[src/rtl/instruction_fetch_queue_pkg.sv]
// Shared types and default widths for the instruction fetch queue.
package fetch_pkg;

    localparam int FETCH_N = 24;
    localparam int FETCH_A = 14;

    typedef enum logic [1:0] {
        IDLE  = 2'd0,
        FETCH = 2'd1,
        WAIT  = 2'd2,
        DONE  = 2'd3
    } fetch_state_t;

    typedef struct packed {
        logic [FETCH_A-1:0] pc;
        logic [FETCH_N-1:0] instr;
    } fetch_entry_t;

endpackage

[src/rtl/instruction_fetch_queue_if.sv]
// Memory, redirect and decode-side handshake signals of the fetch controller.
interface instruction_fetch_queue_if #(
    parameter int N = fetch_pkg::FETCH_N,
    parameter int A = fetch_pkg::FETCH_A
);
    logic         start;
    logic [A-1:0] address;
    logic [N-1:0] instruction;
    logic         redirect_valid;
    logic [A-1:0] redirect_target;
    logic         out_valid;
    logic         out_ready;
    logic [N-1:0] out_instruction;
    logic [A-1:0] out_pc;
    logic         busy;

    modport slave (
        input  start, instruction, redirect_valid, redirect_target, out_ready,
        output address, out_valid, out_instruction, out_pc, busy
    );

    modport master (
        output start, instruction, redirect_valid, redirect_target, out_ready,
        input  address, out_valid, out_instruction, out_pc, busy
    );
endinterface

[src/rtl/instruction_fetch_queue_fetch_queue.sv]
// Show-ahead FIFO holding prefetched {pc, instruction} words.
// When empty, the output holds the most recently popped word.
module fetch_queue
    import fetch_pkg::*;
#(
    parameter int WIDTH = FETCH_A + FETCH_N,
    parameter int DEPTH = 4,
    localparam int PW = $clog2(DEPTH),
    localparam int CW = $clog2(DEPTH + 1)
) (
    input  logic             clk,
    input  logic             rst,
    input  logic             i_push,
    input  logic             i_pop,
    input  logic             i_flush,
    input  logic [WIDTH-1:0] i_data,
    output logic [WIDTH-1:0] o_data,
    output logic             o_full,
    output logic             o_empty,
    output logic [CW-1:0]    o_count
);
    logic [WIDTH-1:0] r_mem [DEPTH];
    logic [PW-1:0]    r_rd_ptr;
    logic [PW-1:0]    r_wr_ptr;
    logic [CW-1:0]    r_count;
    logic [WIDTH-1:0] r_last;
    logic             w_pop;
    logic             w_push;

    assign o_full  = (r_count == CW'(DEPTH));
    assign o_empty = (r_count == '0);
    assign o_count = r_count;
    assign w_pop   = i_pop & ~o_empty;
    // A full queue still accepts a write when the head leaves in the same cycle.
    assign w_push  = i_push & ~i_flush & (~o_full | w_pop);
    assign o_data  = o_empty ? r_last : r_mem[r_rd_ptr];

    // Pointers, occupancy and last-popped word; flush drops contents but a same-cycle pop completes.
    always_ff @(posedge clk) begin
        if (rst) begin
            r_rd_ptr <= '0;
            r_wr_ptr <= '0;
            r_count  <= '0;
            r_last   <= '0;
        end else begin
            if (w_pop) begin
                r_last <= r_mem[r_rd_ptr];
            end
            if (i_flush) begin
                r_rd_ptr <= '0;
                r_wr_ptr <= '0;
                r_count  <= '0;
            end else begin
                if (w_pop) begin
                    r_rd_ptr <= r_rd_ptr + PW'(1);
                end
                if (w_push) begin
                    r_wr_ptr <= r_wr_ptr + PW'(1);
                end
                if (w_push && !w_pop) begin
                    r_count <= r_count + CW'(1);
                end else if (w_pop && !w_push) begin
                    r_count <= r_count - CW'(1);
                end
            end
        end
    end

    // Entry storage; never read while empty, so it needs no reset.
    always_ff @(posedge clk) begin
        if (w_push) begin
            r_mem[r_wr_ptr] <= i_data;
        end
    end
endmodule

[src/rtl/instruction_fetch_queue.sv]
// Fetch controller: sequences instruction memory into a prefetch queue
// and restarts at the target on a redirect.
//   state | meaning
//   IDLE  | waiting for start, address forced to 0
//   FETCH | reading fetch_pc and pushing into the queue
//   WAIT  | queue full, holding fetch_pc until decode pops
//   DONE  | LAST_ADDR fetched, queue drains, no further pushes
module instruction_fetch_queue
    import fetch_pkg::*;
#(
    parameter int           N         = FETCH_N,
    parameter int           A         = FETCH_A,
    parameter int           DEPTH     = 4,
    parameter logic [A-1:0] LAST_ADDR = A'(14'h3FFF)
) (
    input logic                      clk,
    input logic                      rst,
    instruction_fetch_queue_if.slave bus
);
    localparam int CW = $clog2(DEPTH + 1);

    localparam logic [1:0] ST_IDLE  = IDLE;
    localparam logic [1:0] ST_FETCH = FETCH;
    localparam logic [1:0] ST_WAIT  = WAIT;
    localparam logic [1:0] ST_DONE  = DONE;

    logic [1:0]     r_state;
    logic [A-1:0]   r_fetch_pc;
    logic           w_full;
    logic           w_empty;
    logic [CW-1:0]  w_count;
    logic           w_pop;
    logic           w_push;
    logic           w_redirect;
    logic [A+N-1:0] w_head;

    assign w_pop      = bus.out_ready & ~w_empty;
    assign w_redirect = bus.redirect_valid & (r_state != ST_IDLE);
    assign w_push     = (r_state == ST_FETCH) & (~w_full | w_pop) & ~w_redirect;

    assign bus.address         = (r_state == ST_IDLE) ? '0 : r_fetch_pc;
    assign bus.busy            = (r_state == ST_FETCH) | (r_state == ST_WAIT);
    assign bus.out_valid       = ~w_empty;
    assign bus.out_pc          = w_head[A+N-1:N];
    assign bus.out_instruction = w_head[N-1:0];

    fetch_queue #(
        .WIDTH (A + N),
        .DEPTH (DEPTH)
    ) u_queue (
        .clk     (clk),
        .rst     (rst),
        .i_push  (w_push),
        .i_pop   (bus.out_ready),
        .i_flush (w_redirect),
        .i_data  ({r_fetch_pc, bus.instruction}),
        .o_data  (w_head),
        .o_full  (w_full),
        .o_empty (w_empty),
        .o_count (w_count)
    );

    // Occupancy can never exceed the queue depth.
    a_count_bound: assert property (@(posedge clk) disable iff (rst) w_count <= CW'(DEPTH));

    // State and fetch pointer; redirect outranks every other transition.
    always_ff @(posedge clk) begin
        if (rst) begin
            r_state    <= ST_IDLE;
            r_fetch_pc <= '0;
        end else if (w_redirect) begin
            r_state    <= ST_FETCH;
            r_fetch_pc <= bus.redirect_target;
        end else begin
            case (r_state)
                ST_IDLE: begin
                    if (bus.start) begin
                        r_state    <= ST_FETCH;
                        r_fetch_pc <= '0;
                    end
                end
                ST_FETCH: begin
                    if (w_push) begin
                        // Stop on the final address without stepping past it.
                        if (r_fetch_pc == LAST_ADDR) begin
                            r_state <= ST_DONE;
                        end else begin
                            r_fetch_pc <= r_fetch_pc + A'(1);
                        end
                    end else begin
                        r_state <= ST_WAIT;
                    end
                end
                ST_WAIT: begin
                    if (w_pop) begin
                        r_state <= ST_FETCH;
                    end
                end
                default: r_state <= r_state;
            endcase
        end
    end
endmodule

[src/flat_wrapper.sv]
// flat-port wrapper written by rule: the top's interface ports become plain ports
module instruction_fetch_queue_flat import fetch_pkg::*;
#(
    parameter int           N         = FETCH_N,
    parameter int           A         = FETCH_A,
    parameter int           DEPTH     = 4,
    parameter logic [A-1:0] LAST_ADDR = A'(14'h3FFF)
)
  (clk, rst, bus_start, bus_instruction, bus_redirect_valid, bus_redirect_target, bus_out_ready, bus_address, bus_out_valid, bus_out_instruction, bus_out_pc, bus_busy);
  instruction_fetch_queue_if #(.N(N), .A(A)) bus_i ();
  input logic clk;
  input logic rst;
  input wire logic [$bits(bus_i.start)-1:0] bus_start;
  input wire logic [$bits(bus_i.instruction)-1:0] bus_instruction;
  input wire logic [$bits(bus_i.redirect_valid)-1:0] bus_redirect_valid;
  input wire logic [$bits(bus_i.redirect_target)-1:0] bus_redirect_target;
  input wire logic [$bits(bus_i.out_ready)-1:0] bus_out_ready;
  output wire logic [$bits(bus_i.address)-1:0] bus_address;
  output wire logic [$bits(bus_i.out_valid)-1:0] bus_out_valid;
  output wire logic [$bits(bus_i.out_instruction)-1:0] bus_out_instruction;
  output wire logic [$bits(bus_i.out_pc)-1:0] bus_out_pc;
  output wire logic [$bits(bus_i.busy)-1:0] bus_busy;
  assign bus_i.start = bus_start;
  assign bus_i.instruction = bus_instruction;
  assign bus_i.redirect_valid = bus_redirect_valid;
  assign bus_i.redirect_target = bus_redirect_target;
  assign bus_i.out_ready = bus_out_ready;
  assign bus_address = bus_i.address;
  assign bus_out_valid = bus_i.out_valid;
  assign bus_out_instruction = bus_i.out_instruction;
  assign bus_out_pc = bus_i.out_pc;
  assign bus_busy = bus_i.busy;
  instruction_fetch_queue #(.N(N), .A(A), .DEPTH(DEPTH), .LAST_ADDR(LAST_ADDR)) u_core (.clk(clk), .rst(rst), .bus(bus_i));
endmodule
[config.mk]
export PLATFORM = sky130hd
export DESIGN_NAME = instruction_fetch_queue_flat
export DESIGN_NICKNAME = d
export VERILOG_FILES = /design/src/rtl/instruction_fetch_queue_pkg.sv /design/src/rtl/instruction_fetch_queue_if.sv /design/src/rtl/instruction_fetch_queue_fetch_queue.sv /design/src/rtl/instruction_fetch_queue.sv /design/src/flat_wrapper.sv
export SDC_FILE = /design/constraint.sdc
export NUM_CORES = 1
export LEC_CHECK = 0
export BUFFER_PORTS_ARGS = -buffer_cell sky130_fd_sc_hd__buf_2
export CAP_MARGIN = 25
export CORE_UTILIZATION = 45
export CTS_BUF_LIST = sky130_fd_sc_hd__clkbuf_4 sky130_fd_sc_hd__clkbuf_8
export CTS_CLUSTER_SIZE = 12
export DETAILED_ROUTE_END_ITERATION = 16
export PLACE_DENSITY = 0.61
export SLEW_MARGIN = 20
export SYNTH_ARGS = -nofsm -noshare
export SYNTH_HDL_FRONTEND = slang
export SYNTH_HIERARCHICAL = 1
export SYNTH_SLANG_ARGS = --single-unit
[constraint.sdc]
create_clock -name clk -period 4.2 [get_ports clk]
set_input_delay 0.84 -clock clk [delete_from_list [all_inputs] [get_ports clk]]
set_output_delay 0.84 -clock clk [all_outputs]
set_load 0.01 [all_outputs]
==> metrics.csv <==
stage,metric,value,unit
outcome,status,"complete, no violations",
synth,synthDistinctLibCells,58,
synth,ys_seq_elements,215,
synth,avgSynthCellArea,16.3,um2
final_layout,diodes,0,
synth,synth_top_area_share,51.2,%
cts,clock_path_buffers,3,
routing,via_count,5208,
setup_path,r2r_cells,13,
die,dieArea,20400,um2
timing,timing.fmax,0.274,GHz
global_routing,grt_max_degree,40,
timing,drv_slew,0,
synth,ys_warn_count,6,
cts,cts_setup_buffers,0,
die,std_cell_rows,51,
die,die-width,143,um
timing,tns,0,ps
power_and_ir_drop,p_int,4600,uW
die,die_height,143,um
timing,slew_headroom,32.5,%
routing,wire_per_inst,19.1,um
setup_path,required,4640,ps
power_and_ir_drop,pwr-share-seq,43.1,%
routing,drt_iter0_markers,286,
synth,synthArstFlopShare,0,%
setup_path,worst-path-stages,13,
setup_path,critical_path_class,register to register,
placement,dp_slack,578,ps
cts,ctsResizeCount,0,
global_routing,antenna_found_initial,0,
timing,clock_skew,17.0,ps
global_routing,gr-total-overflow,0,
hold_path,hold_start,u_core/u_queue/r_last[22]$_SDFFE_PP0N_,
setup_path,crit_path_frequent_cell,inv_1,
routing,wl,18200,um
timing,period_share,86.8,%
synth,synthTopCellsByArea,"edfxtp_1 51%, dfxtp_1 14%, mux4_2 9.6%",
global_routing,grt_pass1_vias,5450,
setup_path,cp.arrival,4080,ps
cts,cts_tree,built,
setup_path,r2r_start,u_core/r_state[0]$_SDFFE_PP0P_,
final_layout,layout-drive-gt1-share,40.5,%
placement,dp_hpwl,11200,um
die,io_pins,97,
synth,synth_sequential_area_ratio,65.3,%
timing,final.setup.worst_slack,554,ps
routing,ant_nets,0,
synth,synth_fp_nets,600,
setup_path,cp_max_fo,18,
final_layout,fin_util,53.7,%
synth,synth_common_cells,"152 x edfxtp_1, 63 x dfxtp_1, 39 x a22o_1",
global_routing,grt_use_total,18.7,%
setup_path,slowest_stage,ha_1,
power_and_ir_drop,power_frac_comb,27.4,%
cts,numCtsBuffers,38,
setup_path,path_delay_family,simple AND/OR/NAND/NOR gates,
synth,synth_ff_type,edfxtp_1,
placement,io_buffers,96,
setup_path,critPathLaunchType,register,
power_and_ir_drop,p_clk_share,29.5,%
setup_path,r2r_slack,550,ps
timing,hold_violations,0,
routing,drc,0,
die,coreArea,19500,um2
power_and_ir_drop,cellLeakagePower,0.00381,uW
synth,netlist_area,8920,um2
routing,firstDrtPassIters,4,
cts,clk_pin_slew,60,ps
synth,synth_edf_count,152,
power_and_ir_drop,power,6530,uW
timing,setup_viol,0,
synth,synthCells,546,
final_layout,area_growth,17.1,%
cts,clock_latency,520,ps
cts,clock_sinks,215,
timing,worst_slew_pin_slew,1010,ps
global_routing,grt_pass1_wl,28800,um
power_and_ir_drop,peakVddDrop,0.000427,V
cts,cts-root-buf,clkbuf_8,
hold_path,hp-class,register to register,
placement,gp_congestion,0.800,
power_and_ir_drop,p_sw,1930,uW
cts,cts_hold_buf,0,
synth,yosysTopAreaCell,edfxtp_1,
synth,synth_most_common_cell,edfxtp_1,
setup_path,critical_path_buf_inv_count,3,
power_and_ir_drop,power_density,626,nW/um2
setup_path,endpoint,u_core/u_queue/o_count[2]$_SDFFE_PP0P_,
timing,fin_crit,3650,ps
timing,rsz0062_at_grt,false,
final_layout,nets,713,
cts,h-tree-depth,2,
setup_path,end_kind,register,
setup_path,r2r-end,u_core/u_queue/o_count[2]$_SDFFE_PP0P_,
run,cap_violations,0,
setup_path,cp_cell_sequence,inv_1 > ha_1 > nand2b_4 > nand2_2 > nor2_1 > inv_1 > nor3_1 > ha_1 > inv_1 > fa_1 > xor2_1 > or3_1 > a21oi_1,
setup_path,startpoint,u_core/r_state[0]$_SDFFE_PP0P_,
routing,vias_per_cell,5.46,
die,start_util,45.8,%
setup_path,slowest_delay,610,ps
final_layout,fill_cells,1615,
power_and_ir_drop,switching_share,29.6,%
-- layout make-up --
class,count,area [um2],area share [%]
clock inverter,7,40.0,0.383
multi-input combinational,289,2880,27.5
inverter,10,37.5,0.359
clock buffer,63,748,7.17
timing repair buffer,105,581,5.56
tap,265,332,3.18
sequential,215,5830,55.8
-- registers in the layout, summed over array words and instances (netlist names), named ones only --
register	count
u_core/u_queue/r_wr_ptr	2
u_core/r_state	2
u_core/u_queue/r_mem	152
u_core/u_queue/o_count	3
u_core/r_fetch_pc	14
u_core/u_queue/r_last	38
u_core/u_queue/r_rd_ptr	2
-- per-stage QoR --
stage,cells,hold slack [ps],area [um2]
after floorplan,546,437,8920
after CTS,953,471,10400
after global routing,954,480,10400
after global placement,883,450,9630
after detailed placement,883,453,9630
final,954,471,10400
-- worst min-delay path by stage --
stage	endpoint	slack [ps]	cells past startpoint
finish	u_core/u_queue/r_last[22]$_SDFFE_PP0N_	470	1
global route	u_core/u_queue/r_last[18]$_SDFFE_PP0N_	480	1
CTS	u_core/u_queue/r_last[36]$_SDFFE_PP0N_	470	1
detailed placement	u_core/u_queue/r_last[27]$_SDFFE_PP0N_	450	1
global placement	u_core/u_queue/r_last[18]$_SDFFE_PP0N_	450	1
floorplan	u_core/u_queue/r_last[29]$_SDFFE_PP0N_	440	1
-- power groups by stage --
stage / clock network [uW] / registers, uW / logic (uW)
after CTS: 1980 / 2830 / 1820
after detailed placement: 0 / 2860 / 1810
after global placement: 0 / 2850 / 1780
after global routing: 2090 / 2860 / 1950
after floorplan: 0 / 2740 / 1380
final: 1920 / 2820 / 1790
-- logic make-up after synthesis --
| family | after synthesis | share of synthesized area, % |
|---|---|---|
| buffers and inverters | 42 | 2.72 |
| adder cells (fa/ha/maj) | 11 | 1.63 |
| AND/OR/NAND/NOR | 95 | 6.05 |
| flip-flops | 215 | 65.3 |
| XOR/XNOR | 5 | 0.491 |
| AO/OA/AOI/OAI | 100 | 9.19 |
| multiplexers | 78 | 14.6 |
-- cell usage in the layout, fill, tap and decap left out, drive strengths merged, types with 5 or more instances in the layout --
master | synthesis | final
ha | 10 | 10
mux4 | 38 | 38
clkbuf | 6 | 63
and2 | 6 | 6
a21oi | 16 | 16
inv | 10 | 11
nand2 | 18 | 18
dfxtp | 63 | 63
mux2 | 38 | 38
buf | 26 | 105
nor2 | 23 | 23
nor2b | 16 | 16
o21ai | 10 | 10
edfxtp | 152 | 152
a211oi | 8 | 8
a22o | 39 | 39
xor2 | 5 | 5
nand4 | 5 | 5
a311oi | 5 | 5
clkinv | 0 | 5
-- metal layers --
layer / track usage (%) / wire length (um) / up-vias
met2: 31.4 / 9140 / 117
met3: 4.49 / 808 / 27
met4: 6.00 / 278 / 0
met1: 23.8 / 7980 / 2669
li1: - / - / 2395
met5: 0 / 0 / -
-- worst reg2reg max path, delay by kind of cell, from the launching register on --
kind	cells	cell delay [ps]
simple gates	5	1360
fa+ha+maj	3	1270
flops	1	330
buf+inv	3	270
xor+xnor	1	170
compound gates	1	170
(Power assumes the default switching activity.)
